==> config.mk <==
export PLATFORM = sky130hd
export DESIGN_NAME = apb_req_bridge_flat
export DESIGN_NICKNAME = d
export VERILOG_FILES = /design/src/rtl/apb_req_bridge_pkg.sv /design/src/rtl/apb_req_bridge_if.sv /design/src/rtl/apb_req_timeout_cnt.sv /design/src/rtl/apb_req_bridge.sv /design/src/flat_wrapper.sv
export SDC_FILE = /design/constraint.sdc
export NUM_CORES = 1
export LEC_CHECK = 0
export BUFFER_PORTS_ARGS = -buffer_cell sky130_fd_sc_hd__buf_4
export CAP_MARGIN = 40
export CORE_AREA = 2 2 127 129
export DETAILED_ROUTE_END_ITERATION = 8
export DIE_AREA = 0 0 129 131
export PLACE_DENSITY_LB_ADDON = 0.2
export SLEW_MARGIN = 5
export SYNTH_ARGS = -nofsm -noshare
export SYNTH_HDL_FRONTEND = slang
export SYNTH_SLANG_ARGS = --single-unit
==> constraint.sdc <==
create_clock -name pclk -period 2.3 [get_ports pclk]
set_input_delay 0.23 -clock pclk [delete_from_list [all_inputs] [get_ports pclk]]
set_output_delay 0.23 -clock pclk [all_outputs]
set_load 0.05 [all_outputs]
==> src/rtl/apb_req_bridge_pkg.sv <==
// Shared types and helpers for the APB4 requester bridge.
package apb_req_bridge_pkg;

    typedef enum logic [1:0] {
        IDLE   = 2'd0,
        SETUP  = 2'd1,
        ACCESS = 2'd2,
        RESP   = 2'd3
    } bridge_state_e;

    typedef logic [2:0] apb_prot_t;

    // Response storage is sized for the widest legal data bus.
    localparam int RSP_MAX_W = 32;

    typedef struct packed {
        logic [RSP_MAX_W-1:0] rdata;
        logic                 err;
        logic                 timeout;
    } bridge_rsp_t;

    function automatic int idx_width(input int num_slv);
        return (num_slv <= 1) ? 1 : $clog2(num_slv);
    endfunction

endpackage

==> src/rtl/apb_req_bridge_if.sv <==
// Command/response stream plus the APB requester bus of apb_req_bridge.
// master = bridge side; slave = command source and APB fabric side.
interface apb_req_bridge_if #(
    parameter int ADDR_W  = 32,
    parameter int DATA_W  = 32,
    parameter int NUM_SLV = 4
);
    import apb_req_bridge_pkg::*;

    localparam int STRB_W = DATA_W / 8;

    logic                      cmd_valid;
    logic                      cmd_ready;
    logic                      cmd_write;
    logic [ADDR_W-1:0]         cmd_addr;
    logic [DATA_W-1:0]         cmd_wdata;
    logic [STRB_W-1:0]         cmd_strb;
    apb_prot_t                 cmd_prot;

    logic                      rsp_valid;
    logic                      rsp_ready;
    logic [DATA_W-1:0]         rsp_rdata;
    logic                      rsp_err;
    logic                      rsp_timeout;

    logic [ADDR_W-1:0]         paddr;
    logic [NUM_SLV-1:0]        psel;
    logic                      penable;
    logic                      pwrite;
    logic [DATA_W-1:0]         pwdata;
    logic [STRB_W-1:0]         pstrb;
    apb_prot_t                 pprot;
    logic [NUM_SLV-1:0]        pready;
    logic [NUM_SLV*DATA_W-1:0] prdata;
    logic [NUM_SLV-1:0]        pslverr;

    modport master (
        input  cmd_valid, cmd_write, cmd_addr, cmd_wdata, cmd_strb, cmd_prot,
        input  rsp_ready,
        input  pready, prdata, pslverr,
        output cmd_ready,
        output rsp_valid, rsp_rdata, rsp_err, rsp_timeout,
        output paddr, psel, penable, pwrite, pwdata, pstrb, pprot
    );

    modport slave (
        output cmd_valid, cmd_write, cmd_addr, cmd_wdata, cmd_strb, cmd_prot,
        output rsp_ready,
        output pready, prdata, pslverr,
        input  cmd_ready,
        input  rsp_valid, rsp_rdata, rsp_err, rsp_timeout,
        input  paddr, psel, penable, pwrite, pwdata, pstrb, pprot
    );

endinterface

==> src/rtl/apb_req_timeout_cnt.sv <==
// ACCESS-phase wait counter; expire is high on the last permitted wait cycle.
// TIMEOUT = 0 disables the abort entirely.
module apb_req_timeout_cnt #(
    parameter int TIMEOUT = 256
) (
    input  logic clk,
    input  logic rst,
    input  logic clear,
    input  logic enable,
    output logic expire
);

    if (TIMEOUT == 0) begin : g_off
        logic unused_inputs;
        assign unused_inputs = ^{clk, rst, clear, enable};
        assign expire        = 1'b0;
    end else begin : g_on
        localparam int CNT_W = (TIMEOUT > 1) ? $clog2(TIMEOUT) : 1;

        logic [CNT_W-1:0] count_q;

        always_ff @(posedge clk) begin
            if (rst || clear) begin
                count_q <= '0;
            end else if (enable && !expire) begin
                count_q <= count_q + CNT_W'(1);
            end
        end

        assign expire = enable && (count_q == CNT_W'(TIMEOUT - 1));
    end

endmodule

==> src/rtl/apb_req_bridge.sv <==
// APB4 requester: one valid/ready command in, one APB transfer out, one response back.
// Every output is a flop; the comb process computes next values for all of them.
module apb_req_bridge
    import apb_req_bridge_pkg::*;
#(
    parameter int ADDR_W        = 32,
    parameter int DATA_W        = 32,
    parameter int NUM_SLV       = 4,
    parameter int SLV_SPAN_LOG2 = 12,
    parameter int TIMEOUT       = 256
) (
    input  logic             pclk,
    input  logic             preset,
    apb_req_bridge_if.master bus
);

    localparam int STRB_W = DATA_W / 8;
    localparam int IDX_W  = idx_width(NUM_SLV);

    bridge_state_e      state_q, state_n;
    logic               cmd_ready_q, cmd_ready_n;
    logic [NUM_SLV-1:0] psel_q, psel_n;
    logic               penable_q, penable_n;
    logic [ADDR_W-1:0]  paddr_q, paddr_n;
    logic               pwrite_q, pwrite_n;
    logic [DATA_W-1:0]  pwdata_q, pwdata_n;
    logic [STRB_W-1:0]  pstrb_q, pstrb_n;
    apb_prot_t          pprot_q, pprot_n;
    logic [IDX_W-1:0]   idx_q, idx_n;
    logic               rsp_valid_q, rsp_valid_n;
    bridge_rsp_t        rsp_q, rsp_n;

    logic [IDX_W-1:0]   cmd_idx;
    logic               sel_ready;
    logic               sel_err;
    logic [DATA_W-1:0]  sel_rdata;
    logic               tmo_clear;
    logic               tmo_enable;
    logic               tmo_expire;

    // Only the latched slave's response lines are ever looked at.
    assign cmd_idx   = bus.cmd_addr[SLV_SPAN_LOG2 +: IDX_W];
    assign sel_ready = bus.pready[idx_q];
    assign sel_err   = bus.pslverr[idx_q];
    assign sel_rdata = bus.prdata[32'(idx_q) * DATA_W +: DATA_W];

    assign tmo_clear  = (state_q != ACCESS);
    assign tmo_enable = (state_q == ACCESS);

    apb_req_timeout_cnt #(
        .TIMEOUT (TIMEOUT)
    ) u_timeout (
        .clk    (pclk),
        .rst    (preset),
        .clear  (tmo_clear),
        .enable (tmo_enable),
        .expire (tmo_expire)
    );

    always_comb begin
        state_n     = state_q;
        cmd_ready_n = 1'b0;
        psel_n      = psel_q;
        penable_n   = penable_q;
        paddr_n     = paddr_q;
        pwrite_n    = pwrite_q;
        pwdata_n    = pwdata_q;
        pstrb_n     = pstrb_q;
        pprot_n     = pprot_q;
        idx_n       = idx_q;
        rsp_valid_n = rsp_valid_q;
        rsp_n       = rsp_q;

        unique case (state_q)
            IDLE: begin
                cmd_ready_n = 1'b1;
                if (cmd_ready_q && bus.cmd_valid) begin
                    cmd_ready_n = 1'b0;
                    if (32'(cmd_idx) >= 32'(NUM_SLV)) begin
                        // Decode miss: answer immediately without touching the bus.
                        state_n       = RESP;
                        rsp_valid_n   = 1'b1;
                        rsp_n.rdata   = '0;
                        rsp_n.err     = 1'b1;
                        rsp_n.timeout = 1'b0;
                    end else begin
                        state_n         = SETUP;
                        idx_n           = cmd_idx;
                        psel_n          = '0;
                        psel_n[cmd_idx] = 1'b1;
                        penable_n       = 1'b0;
                        paddr_n         = bus.cmd_addr;
                        pwrite_n        = bus.cmd_write;
                        pwdata_n        = bus.cmd_wdata;
                        pstrb_n         = bus.cmd_write ? bus.cmd_strb : '0;
                        pprot_n         = bus.cmd_prot;
                    end
                end
            end

            SETUP: begin
                state_n   = ACCESS;
                penable_n = 1'b1;
            end

            ACCESS: begin
                if (sel_ready) begin
                    state_n       = RESP;
                    psel_n        = '0;
                    penable_n     = 1'b0;
                    rsp_valid_n   = 1'b1;
                    rsp_n.rdata   = (pwrite_q || sel_err) ? '0 : RSP_MAX_W'(sel_rdata);
                    rsp_n.err     = sel_err;
                    rsp_n.timeout = 1'b0;
                end else if (tmo_expire) begin
                    state_n       = RESP;
                    psel_n        = '0;
                    penable_n     = 1'b0;
                    rsp_valid_n   = 1'b1;
                    rsp_n.rdata   = '0;
                    rsp_n.err     = 1'b1;
                    rsp_n.timeout = 1'b1;
                end
            end

            RESP: begin
                if (bus.rsp_ready) begin
                    state_n     = IDLE;
                    cmd_ready_n = 1'b1;
                    rsp_valid_n = 1'b0;
                    rsp_n       = '0;
                end
            end

            default: begin
                state_n = IDLE;
            end
        endcase
    end

    always_ff @(posedge pclk) begin
        if (preset) begin
            state_q     <= IDLE;
            cmd_ready_q <= 1'b0;
            psel_q      <= '0;
            penable_q   <= 1'b0;
            paddr_q     <= '0;
            pwrite_q    <= 1'b0;
            pwdata_q    <= '0;
            pstrb_q     <= '0;
            pprot_q     <= '0;
            idx_q       <= '0;
            rsp_valid_q <= 1'b0;
            rsp_q       <= '0;
        end else begin
            state_q     <= state_n;
            cmd_ready_q <= cmd_ready_n;
            psel_q      <= psel_n;
            penable_q   <= penable_n;
            paddr_q     <= paddr_n;
            pwrite_q    <= pwrite_n;
            pwdata_q    <= pwdata_n;
            pstrb_q     <= pstrb_n;
            pprot_q     <= pprot_n;
            idx_q       <= idx_n;
            rsp_valid_q <= rsp_valid_n;
            rsp_q       <= rsp_n;
        end
    end

    assign bus.cmd_ready   = cmd_ready_q;
    assign bus.psel        = psel_q;
    assign bus.penable     = penable_q;
    assign bus.paddr       = paddr_q;
    assign bus.pwrite      = pwrite_q;
    assign bus.pwdata      = pwdata_q;
    assign bus.pstrb       = pstrb_q;
    assign bus.pprot       = pprot_q;
    assign bus.rsp_valid   = rsp_valid_q;
    assign bus.rsp_rdata   = rsp_q.rdata[DATA_W-1:0];
    assign bus.rsp_err     = rsp_q.err;
    assign bus.rsp_timeout = rsp_q.timeout;

endmodule

==> src/flat_wrapper.sv <==
// flat-port wrapper written by rule: the top's interface ports become plain ports
module apb_req_bridge_flat import apb_req_bridge_pkg::*;
#(
    parameter int ADDR_W        = 32,
    parameter int DATA_W        = 32,
    parameter int NUM_SLV       = 4,
    parameter int SLV_SPAN_LOG2 = 12,
    parameter int TIMEOUT       = 256
)
  (pclk, preset, bus_cmd_valid, bus_cmd_write, bus_cmd_addr, bus_cmd_wdata, bus_cmd_strb, bus_cmd_prot, bus_rsp_ready, bus_pready, bus_prdata, bus_pslverr, bus_cmd_ready, bus_rsp_valid, bus_rsp_rdata, bus_rsp_err, bus_rsp_timeout, bus_paddr, bus_psel, bus_penable, bus_pwrite, bus_pwdata, bus_pstrb, bus_pprot);
  apb_req_bridge_if #(.ADDR_W(ADDR_W), .DATA_W(DATA_W), .NUM_SLV(NUM_SLV)) bus_i ();
  input  logic pclk;
  input  logic preset;
  input wire logic [$bits(bus_i.cmd_valid)-1:0] bus_cmd_valid;
  input wire logic [$bits(bus_i.cmd_write)-1:0] bus_cmd_write;
  input wire logic [$bits(bus_i.cmd_addr)-1:0] bus_cmd_addr;
  input wire logic [$bits(bus_i.cmd_wdata)-1:0] bus_cmd_wdata;
  input wire logic [$bits(bus_i.cmd_strb)-1:0] bus_cmd_strb;
  input wire logic [$bits(bus_i.cmd_prot)-1:0] bus_cmd_prot;
  input wire logic [$bits(bus_i.rsp_ready)-1:0] bus_rsp_ready;
  input wire logic [$bits(bus_i.pready)-1:0] bus_pready;
  input wire logic [$bits(bus_i.prdata)-1:0] bus_prdata;
  input wire logic [$bits(bus_i.pslverr)-1:0] bus_pslverr;
  output wire logic [$bits(bus_i.cmd_ready)-1:0] bus_cmd_ready;
  output wire logic [$bits(bus_i.rsp_valid)-1:0] bus_rsp_valid;
  output wire logic [$bits(bus_i.rsp_rdata)-1:0] bus_rsp_rdata;
  output wire logic [$bits(bus_i.rsp_err)-1:0] bus_rsp_err;
  output wire logic [$bits(bus_i.rsp_timeout)-1:0] bus_rsp_timeout;
  output wire logic [$bits(bus_i.paddr)-1:0] bus_paddr;
  output wire logic [$bits(bus_i.psel)-1:0] bus_psel;
  output wire logic [$bits(bus_i.penable)-1:0] bus_penable;
  output wire logic [$bits(bus_i.pwrite)-1:0] bus_pwrite;
  output wire logic [$bits(bus_i.pwdata)-1:0] bus_pwdata;
  output wire logic [$bits(bus_i.pstrb)-1:0] bus_pstrb;
  output wire logic [$bits(bus_i.pprot)-1:0] bus_pprot;
  assign bus_i.cmd_valid = bus_cmd_valid;
  assign bus_i.cmd_write = bus_cmd_write;
  assign bus_i.cmd_addr = bus_cmd_addr;
  assign bus_i.cmd_wdata = bus_cmd_wdata;
  assign bus_i.cmd_strb = bus_cmd_strb;
  assign bus_i.cmd_prot = bus_cmd_prot;
  assign bus_i.rsp_ready = bus_rsp_ready;
  assign bus_i.pready = bus_pready;
  assign bus_i.prdata = bus_prdata;
  assign bus_i.pslverr = bus_pslverr;
  assign bus_cmd_ready = bus_i.cmd_ready;
  assign bus_rsp_valid = bus_i.rsp_valid;
  assign bus_rsp_rdata = bus_i.rsp_rdata;
  assign bus_rsp_err = bus_i.rsp_err;
  assign bus_rsp_timeout = bus_i.rsp_timeout;
  assign bus_paddr = bus_i.paddr;
  assign bus_psel = bus_i.psel;
  assign bus_penable = bus_i.penable;
  assign bus_pwrite = bus_i.pwrite;
  assign bus_pwdata = bus_i.pwdata;
  assign bus_pstrb = bus_i.pstrb;
  assign bus_pprot = bus_i.pprot;
  apb_req_bridge #(.ADDR_W(ADDR_W), .DATA_W(DATA_W), .NUM_SLV(NUM_SLV), .SLV_SPAN_LOG2(SLV_SPAN_LOG2), .TIMEOUT(TIMEOUT)) u_core (.pclk(pclk), .preset(preset), .bus(bus_i));
endmodule
==> Yosys cells after proc, flatten, opt, wreduce, memory -nomap -nowiden <==
Cells that the tools add are included.
{ "totals": {"ff_bits": 125, "input_bits": 212, "out_inout_bits": 113, "word_cells": 76} }
{ "op_classes": {"n_addsub": 1, "order_cmp": 3, "n_eq_ne": 8, "shift": 1, "n_mux": 32, "n_reduce_logical": 16} }
{ "ops": {"columns": ["operator", "n"], "rows": [
  ["$shiftx 128x8->32", 1],
  ["$mux 34", 3],
  ["$pmux 34 s2", 1],
  ["$mux 32", 1],
  ["$mux 4", 4],
  ["$reduce_and 3->1", 4],
  ["$mux 1", 11],
  ["$add 8x1->8 const B", 1],
  ["$eq 8x8->1 const B", 1],
  ["$mux 2", 4],
  ["$pmux 2 s4", 1],
  ["$pmux 4 s2", 1],
  ["$lt 2x3->1 const B", 2],
  ["$bmux 1 s2", 2],
  ["$eq 2x2->1 const B", 2],
  ["$logic_and 1x1->1", 4],
  ["$ne 2x2->1 const B", 2],
  ["$pmux 1 s2", 2],
  ["$reduce_bool 2->1", 2],
  ["$ne 3x1->1 const B", 1],
  ["$pmux 1 s3", 1],
  ["$reduce_bool 3->1", 1],
  ["$demux 1 s2", 1],
  ["$eq 2x1->1 const B", 1],
  ["other kinds (6)", 7]
]} }

==> Logic depth before layout (Yosys ltp) <==
Gate-level depths: netlist of the first run.
{ "logic_depth": {"ltp_word": 6, "ltp_mapped": 9, "ltp_nobuf": 6} }

==> Hierarchy <==
From an unflattened synthesis of the first run, not the netlist that was laid out.
{ "unflattened": {"hier_cells": 581, "hier_area_um2": 5655.4} }
{ "by_module_without_submodules": {"columns": ["mod", "n_inst", "cells_each", "area_per_inst_um2", "seq_area_each_um2"], "rows": [
  ["apb_req_bridge", 1, 533, 5201.2, 2302.2],
  ["apb_req_timeout_cnt", 1, 48, 454.2, 160.2]
]} }

==> Least setup slack after synthesis of the first run <==
OpenSTA, ideal clock, no wires.
{ "synth_timing": {"path_kind": "register -> register", "startpoint": "register u_core.idx_q[0]", "endpoint": "register u_core.rsp_q (netlist bit u_core.bus.rsp_rdata[14])", "setup_ns": 0.131, "arrival_ns": 2.272, "required_ns": 2.169, "setup_slack_ns": -0.104, "stages_incl_launch_ff": 8, "path_buffers": 3, "period_less_slack_ns": 2.404, "cell_sequence": "dfxtp_1 buf_2 mux4_2 a211oi_4 or2_1 buf_4 buf_6 o31ai_4"} }
{ "synth_between": {"elab_chain_cells": 6, "word_cells_on_any_way": 11, "cone_classes": "1 x eq/ne; 1 x shift; 7 x mux; 2 x reduce/logical"} }
{ "synth_rtl": {"columns": ["item", "line", "rtl"], "rows": [
  ["start: declaration", "apb_req_bridge.sv:29", "logic [IDX_W-1:0] idx_q, idx_n;"],
  ["start signal: assignment", "apb_req_bridge.sv:165", "idx_q <= idx_n;"],
  ["branches (longest 6 deep; another with $shiftx 128x8->32)", null, null],
  ["end signal: assignment", "apb_req_bridge.sv:167", "rsp_q <= rsp_n;"],
  ["end: declaration", "apb_req_bridge.sv:31", "bridge_rsp_t rsp_q, rsp_n;"]
]} }
Parallel ways; which one is timed is not known. The select of a mux whose other input is x is not followed.
A chain may end at the register's enable or synchronous reset.

==> Worst setup path in the final report of the first run <==
{ "layout_timing": {"startpoint": "register u_core.state_q[0]", "endpoint": "register u_core.psel_q[2], in the netlist u_core.bus.psel[2]"} }
{ "layout_between": {"elab_chain_cells": 4, "word_cells_on_any_way": 8, "cone_classes": "3 x eq/ne; 1 x mux; 4 x reduce/logical"} }
{ "layout_rtl": {"columns": ["item", "line", "rtl"], "rows": [
  ["start: declaration", "apb_req_bridge.sv:20", "bridge_state_e state_q, state_n;"],
  ["start signal: assignment", "apb_req_bridge.sv:156", "state_q <= state_n;"],
  ["$eq 2x2->1", "apb_req_bridge.sv:48, apb_req_bridge.sv:74", null],
  ["$logic_and 1x1->1", "apb_req_timeout_cnt.sv:30", "assign expire = enable && (count_q == CNT_W'(TIMEOUT - 1));"],
  ["$ne 3x1->1 (no line)", null, null],
  ["$reduce_and 3->1 (no line)", null, null],
  ["end signal: assignment", "apb_req_bridge.sv:158", "psel_q <= psel_n;"],
  ["end: declaration", "apb_req_bridge.sv:22", "logic [NUM_SLV-1:0] psel_q, psel_n;"]
]} }
Parallel ways exist; a longest one is shown, timed or not.

==> results of run 1 <==
[power breakdown]
group | switching (uW) | internal, uW | total (uW) | leakage (uW)
Combinational | 1870 | 1040 | 2900 | 0.00257
Clock | 912 | 1890 | 2800 | 0.000303
Sequential | 145 | 2380 | 2520 | 0.000996
[stage by stage]
step | setup slack [ns] | instance area, um^2 | instances | utilization, %
2_1_floorplan | 0.07167 | 5796 | 611 | -
3_3_place_gp | 0.1898 | 8369 | 1110 | 53.66
3_5_place_dp | 0.1583 | 8369 | 1110 | 53.66
4_1_cts | 0.1888 | 8986 | 1140 | 57.61
5_1_grt | 0.03169 | 8986 | 1140 | 57.61
6_report | 0.1891 | 8986 | 1140 | 57.61
[registers in the layout, summed over array words and instances, names as in the netlist]
name / count
u_core.bus.rsp_rdata: 32
u_core.bus.rsp_valid: 1
u_core.bus.penable: 1
u_core.idx_q: 1
u_core.bus.rsp_err: 1
u_core.bus.pprot: 3
u_core.bus.rsp_timeout: 1
u_core.bus.paddr: 31
u_core.bus.psel: 4
u_core.bus.pwdata: 32
u_core.bus.pstrb: 4
u_core.bus.pwrite: 1
u_core.u_timeout.g_on.count_q: 8
u_core.state_q: 2
u_core.bus.cmd_ready: 1
[cell type report]
| cell class | instances | share of cell area (%) |
|---|---|---|
| multi-input combinational | 398 | 32.34 |
| tap | 216 | 3.008 |
| inverter | 36 | 1.504 |
| clock buffer | 23 | 5.319 |
| timing repair buffer | 337 | 28.85 |
| sequential | 123 | 27.43 |
| clock inverter | 7 | 1.546 |
[worst reg2reg max path, cell delays in order (launching register included)]
cell and delay, ns:
dfxtp_1 0.40, inv_1 0.11, ha_1 0.25, a21boi_1 0.20, o21bai_1 0.29, or4b_2 0.63, a21oi_1 0.15
[cell usage after synthesis (all sizes together), types with 2 or more instances]
library cell / instances / area [um^2]
a21oi: 79 / 395.4
and2: 2 / 12.51
and3: 2 / 12.51
and4: 2 / 17.52
buf: 17 / 157.6
clkbuf: 37 / 138.9
dfxtp: 123 / 2462
ha: 7 / 87.58
inv: 36 / 135.1
mux2i: 2 / 20.02
mux4: 34 / 765.7
nand2: 149 / 559.3
nand2b: 5 / 31.28
nand3: 8 / 40.04
nand4: 3 / 18.77
nor2: 7 / 26.28
nor3: 2 / 10.01
o211ai: 35 / 262.8
o21ai: 6 / 30.03
o31ai: 33 / 415.4
or4: 3 / 22.52
or4b: 2 / 20.02
xor2: 3 / 26.28
[cells by family after synthesis]
kind of cell / share of synthesized area (%)
muxes: 13.56
AOI/OAI and AO/OA: 20.54
and+or+nand+nor: 13.82
xor gates and xnor gates: 0.6049
adders and majority gates: 1.512
buffers and inverters: 7.451
DFF: 42.51
[worst paths after layout]
kind	startpoint	endpoint	slack (ns)	cells after the start
max	u_core.state_q[0]	u_core.bus.psel[2]	0.19	6
min	preset	u_core.idx_q[0]	0.05	2
max reg2reg	u_core.state_q[0]	u_core.bus.psel[2]	0.19	6
min reg2reg	u_core.bus.paddr[14]	u_core.bus.paddr[14]	0.45	2
[per-layer routing]
metal | share of wire (%) | wire length, um | track usage [%]
met5 | 0 | 0 | 0
met4 | 1.3 | 236 | 7.161
met3 | 11 | 2002 | 9.080
met2 | 50 | 9102 | 35.64
met1 | 38 | 6993 | 22.89
==> results.md, run 1 <==
* Cell family with most CP delay: compound AO/OA/AOI/OAI gates
* WHS at 0.05284 ns
* Starting Density at 37.14%
* Final Total Pwr at 8224 uW
* Clk_lat worst skew at 0.41 ns
* Unrepaired setup endpoints after global routing: no
* Final hold viol count at 0
* Pwr per Cell Area at 915.2 nW/um^2
* Worst path max stage delay at 0.63 ns
* ANT cells at 0
* # nets final at 1132
* Layout cells sized above 1 at 47.40%
* Peak supply drop at 0.0005571 V
* Hpwl dp at 13780 um
* Clock Pin Slew Worst Setup and Hold Paths at 0.05 ns
* Slew at the pin closest to its max-slew limit at 0.8271 ns
* Async set-reset flop share out of synthesis at 0%
* Die Span Y at 131 um
* Most common cell after layout, fill and taps aside: buf_4
* 1st-iter DRT viols at 188
* Multi-input logic area at 2907 um^2
* Worst EP arrival at 2.44 ns
* Postcts setup bufs at 0
* Crit path cell chain: inv_1 -> ha_1 -> a21boi_1 -> o21bai_1 -> or4b_2 -> a21oi_1
* Avg Cell Area, Syn at 9.481 um^2
* CP bufs+invs at 1
* DR DRC count at 0
* Mapped Area at 5793 um^2
* Yosys Warn Count at 0
* Setup-failing EPs final at 0
* Setup_tns at 0 ns
* First-pass GRT wire length at 27100 um
* Register Area at 2465 um^2
* Syn nets at 830
* Largest net degree at the start of global routing at 76
* Maximum clock rate at 473.7 MHz
* Synth Instances at 611
* Max_cap viols at 0
* Die X-Extent at 129 um
* Period Utilization, post-route at 91.78%
* Clock skew at 0.007364 ns
* EDFF count, synth at 0
* Fillcell total at 1451
* Slowest cell on crit path: or4b_2
* Remaining global-route overflow at 0
* Critical path class: reg2reg
* CTS buffer count at 17
* Clock Path Buffers at 2
* Pleak at 0.003866 uW
* Max-slew headroom at 44.86%
* Clock sinks at 123
* Commonest register cell after synthesis: dfxtp_1
* Vias in the first global route at 5386
* Gr usage total at 20.69%
* Crit path capture type: flip-flop
* Vias/cell at 4.903
* Final Max Tran Viols at 0
* WP data required at 2.63 ns
* RD Place Congestion at 0.8102
* Row cnt at 46
* Most frequent cells in the layout: buf_4 (332), nand2_1 (149), dfxtp_1 (121)
* Wirelength per Cell at 16.08 um
* Vias at 5589
* Cts hold-fix bufs at 0
* Final wirelength at 18330 um
* Initial antenna violation count at 0
* Post-cts gate resize count at 0
* Seq/Total Area, Yosys at 42.51%
* Max Fanout on Critical Path at 8
* Status: completed
* # IOs at 325
* IO Port Bufs at 324
* Netlist cell types at 45
* Pre-antenna DRT Iters at 4
* Layout area overhead at 55.12%
* Die Area at 16900 um^2
* CTS tree: done
* Kind of path behind the tightest hold check: in2reg
* H-tree Lvls at 4
* Crit start category: flip-flop
* Seq cells post-synth at 123
* Root buf cell: clkbuf_16
* Crit path time final at 2.111 ns
* Final ANT Viol Nets at 0
* Core ar. at 15600 um^2
Note: power is estimated with default switching activity, not from simulation.
==> inputs of run 2 (changes only) <==
==> constraint.sdc (replaced) <==
create_clock -name pclk -period 1.9 [get_ports pclk]
set_input_delay 0.19 -clock pclk [delete_from_list [all_inputs] [get_ports pclk]]
set_output_delay 0.19 -clock pclk [all_outputs]
set_load 0.05 [all_outputs]
==> run 2 against run 1 <==
  * Die area did not move
  * Sequential share of layout area fell by 0.54 points
  * Cell count rose by 1.4%
  * Largest cell class unchanged
==> results.md, run 2 (synthesized netlist as in run 1, its figures left out) <==
* Final wirelength at 18700 um
* Top Layer Used: met4
* Final hold viol count at 0
* Critical path class: reg2reg
* Crit start category: flip-flop
* Hpwl dp at 13950 um
* Vias/cell at 4.957
* Crit path capture type: flip-flop
* Clk_lat worst skew at 0.42 ns
* Final Max Tran Viols at 0
* Clock Path Buffers at 2
* Maximum clock rate at 528.8 MHz
* Max_cap viols at 0
* Most frequent cells in the layout: buf_4 (343), nand2_1 (149), dfxtp_1 (118)
* Slew at the pin closest to its max-slew limit at 0.8354 ns
* Combinational Power Share at 36.1%
* Core ar. at 15600 um^2
* CTS tree: done
* Met2 WL at 9111 um
* Vias in the first global route at 5628
* Sequential power share at 29.5%
* Crit path time final at 1.891 ns
* Clk network pwr share at 34.4%
* # nets final at 1146
* Internal power at 6718 uW
* H-tree Lvls at 4
* Switch Pwr at 3661 uW
* Sw Share at 35.27%
* CTS buffer count at 17
* Vias at 5730
* Layout area overhead at 58.96%
* RD Place Congestion at 0.7524
* Root buf cell: clkbuf_16
* Most common cell after layout, fill and taps aside: buf_4
* DP Area at 8492 um^2
* Largest net degree at the start of global routing at 77
* Worst EP arrival at 2.22 ns
* Row cnt at 46
* Initial antenna violation count at 0
* IO Port Bufs at 324
* Pleak at 0.003963 uW
* Placed insts at 1122
* Postcts setup bufs at 0
* Met3 routed WL at 1834 um
* WHS at 0.01550 ns
* Max-slew headroom at 44.31%
* Die Span Y at 131 um
* # IOs at 325
* Wirelength per Cell at 16.17 um
* Period Utilization, post-route at 99.53%
* M1 WL at 7111 um
* ANT cells at 0
* Design area at 9209 um^2
* Gr usage total at 21.27%
* Post-Place Setup Slack at -0.2091 ns
* Setup_tns at 0 ns
* Cell Count, Final, Fillers Out at 1156
* Remaining global-route overflow at 0
* DR DRC count at 0
* 1st-iter DRT viols at 187
* Fin worst setup slack at 0.008926 ns
* Peak supply drop at 0.0006082 V
* Clock sinks at 123
* Setup-failing EPs final at 0
* Pre-antenna DRT Iters at 4
* Starting Density at 37.14%
* Die X-Extent at 129 um
* Pwr per Cell Area at 1127 nW/um^2
* Layout cells sized above 1 at 49.15%
* Clock skew at 0.007907 ns
* Final ANT Viol Nets at 0
* Unrepaired setup endpoints after global routing: yes
* First-pass GRT wire length at 27860 um
* Max Fanout on Critical Path at 16
* Clock Pin Slew Worst Setup and Hold Paths at 0.06 ns
* Die Area at 16900 um^2
* Kind of path behind the tightest hold check: in2reg
* WP data required at 2.23 ns
* Status: completed
==> run 2: per-layer routing <==
layer  GRT usage [%]  vias up
met1           23.21     2651
met5               0        -
met2           36.45      248
met4           10.81        0
li1                -     2787
met3           7.899       44
==> run 2: worst max-delay path, cell delays in order (launching register included) <==
cell	delay [ns]
dfxtp_4	0.34
mux4_2	0.53
or4_4	0.50
buf_12	0.19
o31ai_2	0.24
==> run 2: final timing paths <==
check                                  end  cells past startpoint                  from  slack [ns]
setup / recovery  u_core.bus.rsp_rdata[13]                      4  u_core.bus.paddr[13]       0.009
hold / removal        u_core.bus.pwdata[2]                      3      bus_cmd_wdata[2]        0.02
setup reg to reg  u_core.bus.rsp_rdata[13]                      4  u_core.bus.paddr[13]       0.009
hold reg to reg        u_core.bus.pstrb[2]                      2   u_core.bus.pstrb[2]        0.45
==> run 2: what timing repair did <==
item | in CTS | in global routing
resized for setup | 2 | 5
hold buffers | 1 | 0
setup endpoints to repair | 32 | 36
endpoints found under the hold margin | 1 | 0
gates cloned | 1 | 0
==> run 2: final cells by class <==
cell class | count | area [um^2]
clock buffers | 23 | 509.2
clock inverters | 9 | 156.4
multi-input cells | 398 | 2929
well taps | 216 | 270.3
inverters | 36 | 135.1
repair buffers | 351 | 2733
fillers | 1381 | 6389
flip-flops and latches | 123 | 2476
==> run 2: power groups by stage <==
stage / Sequential, uW / Combinational [uW] / Clock (uW)
after floorplan: 4000 / 1550 / 0
after global placement: 3090 / 3720 / 0
after detailed placement: 3100 / 3730 / 0
after CTS: 3050 / 3770 / 3640
after global routing: 3100 / 4020 / 3740
final: 3060 / 3750 / 3570
==> run 2: stage by stage <==
step                      power [uW]  util [%]
after floorplan                 5551         -
after global placement          6809     54.44
after detailed placement        6831     54.44
after CTS                      10460     58.97
after global routing           10860     59.04
final                          10380     59.04
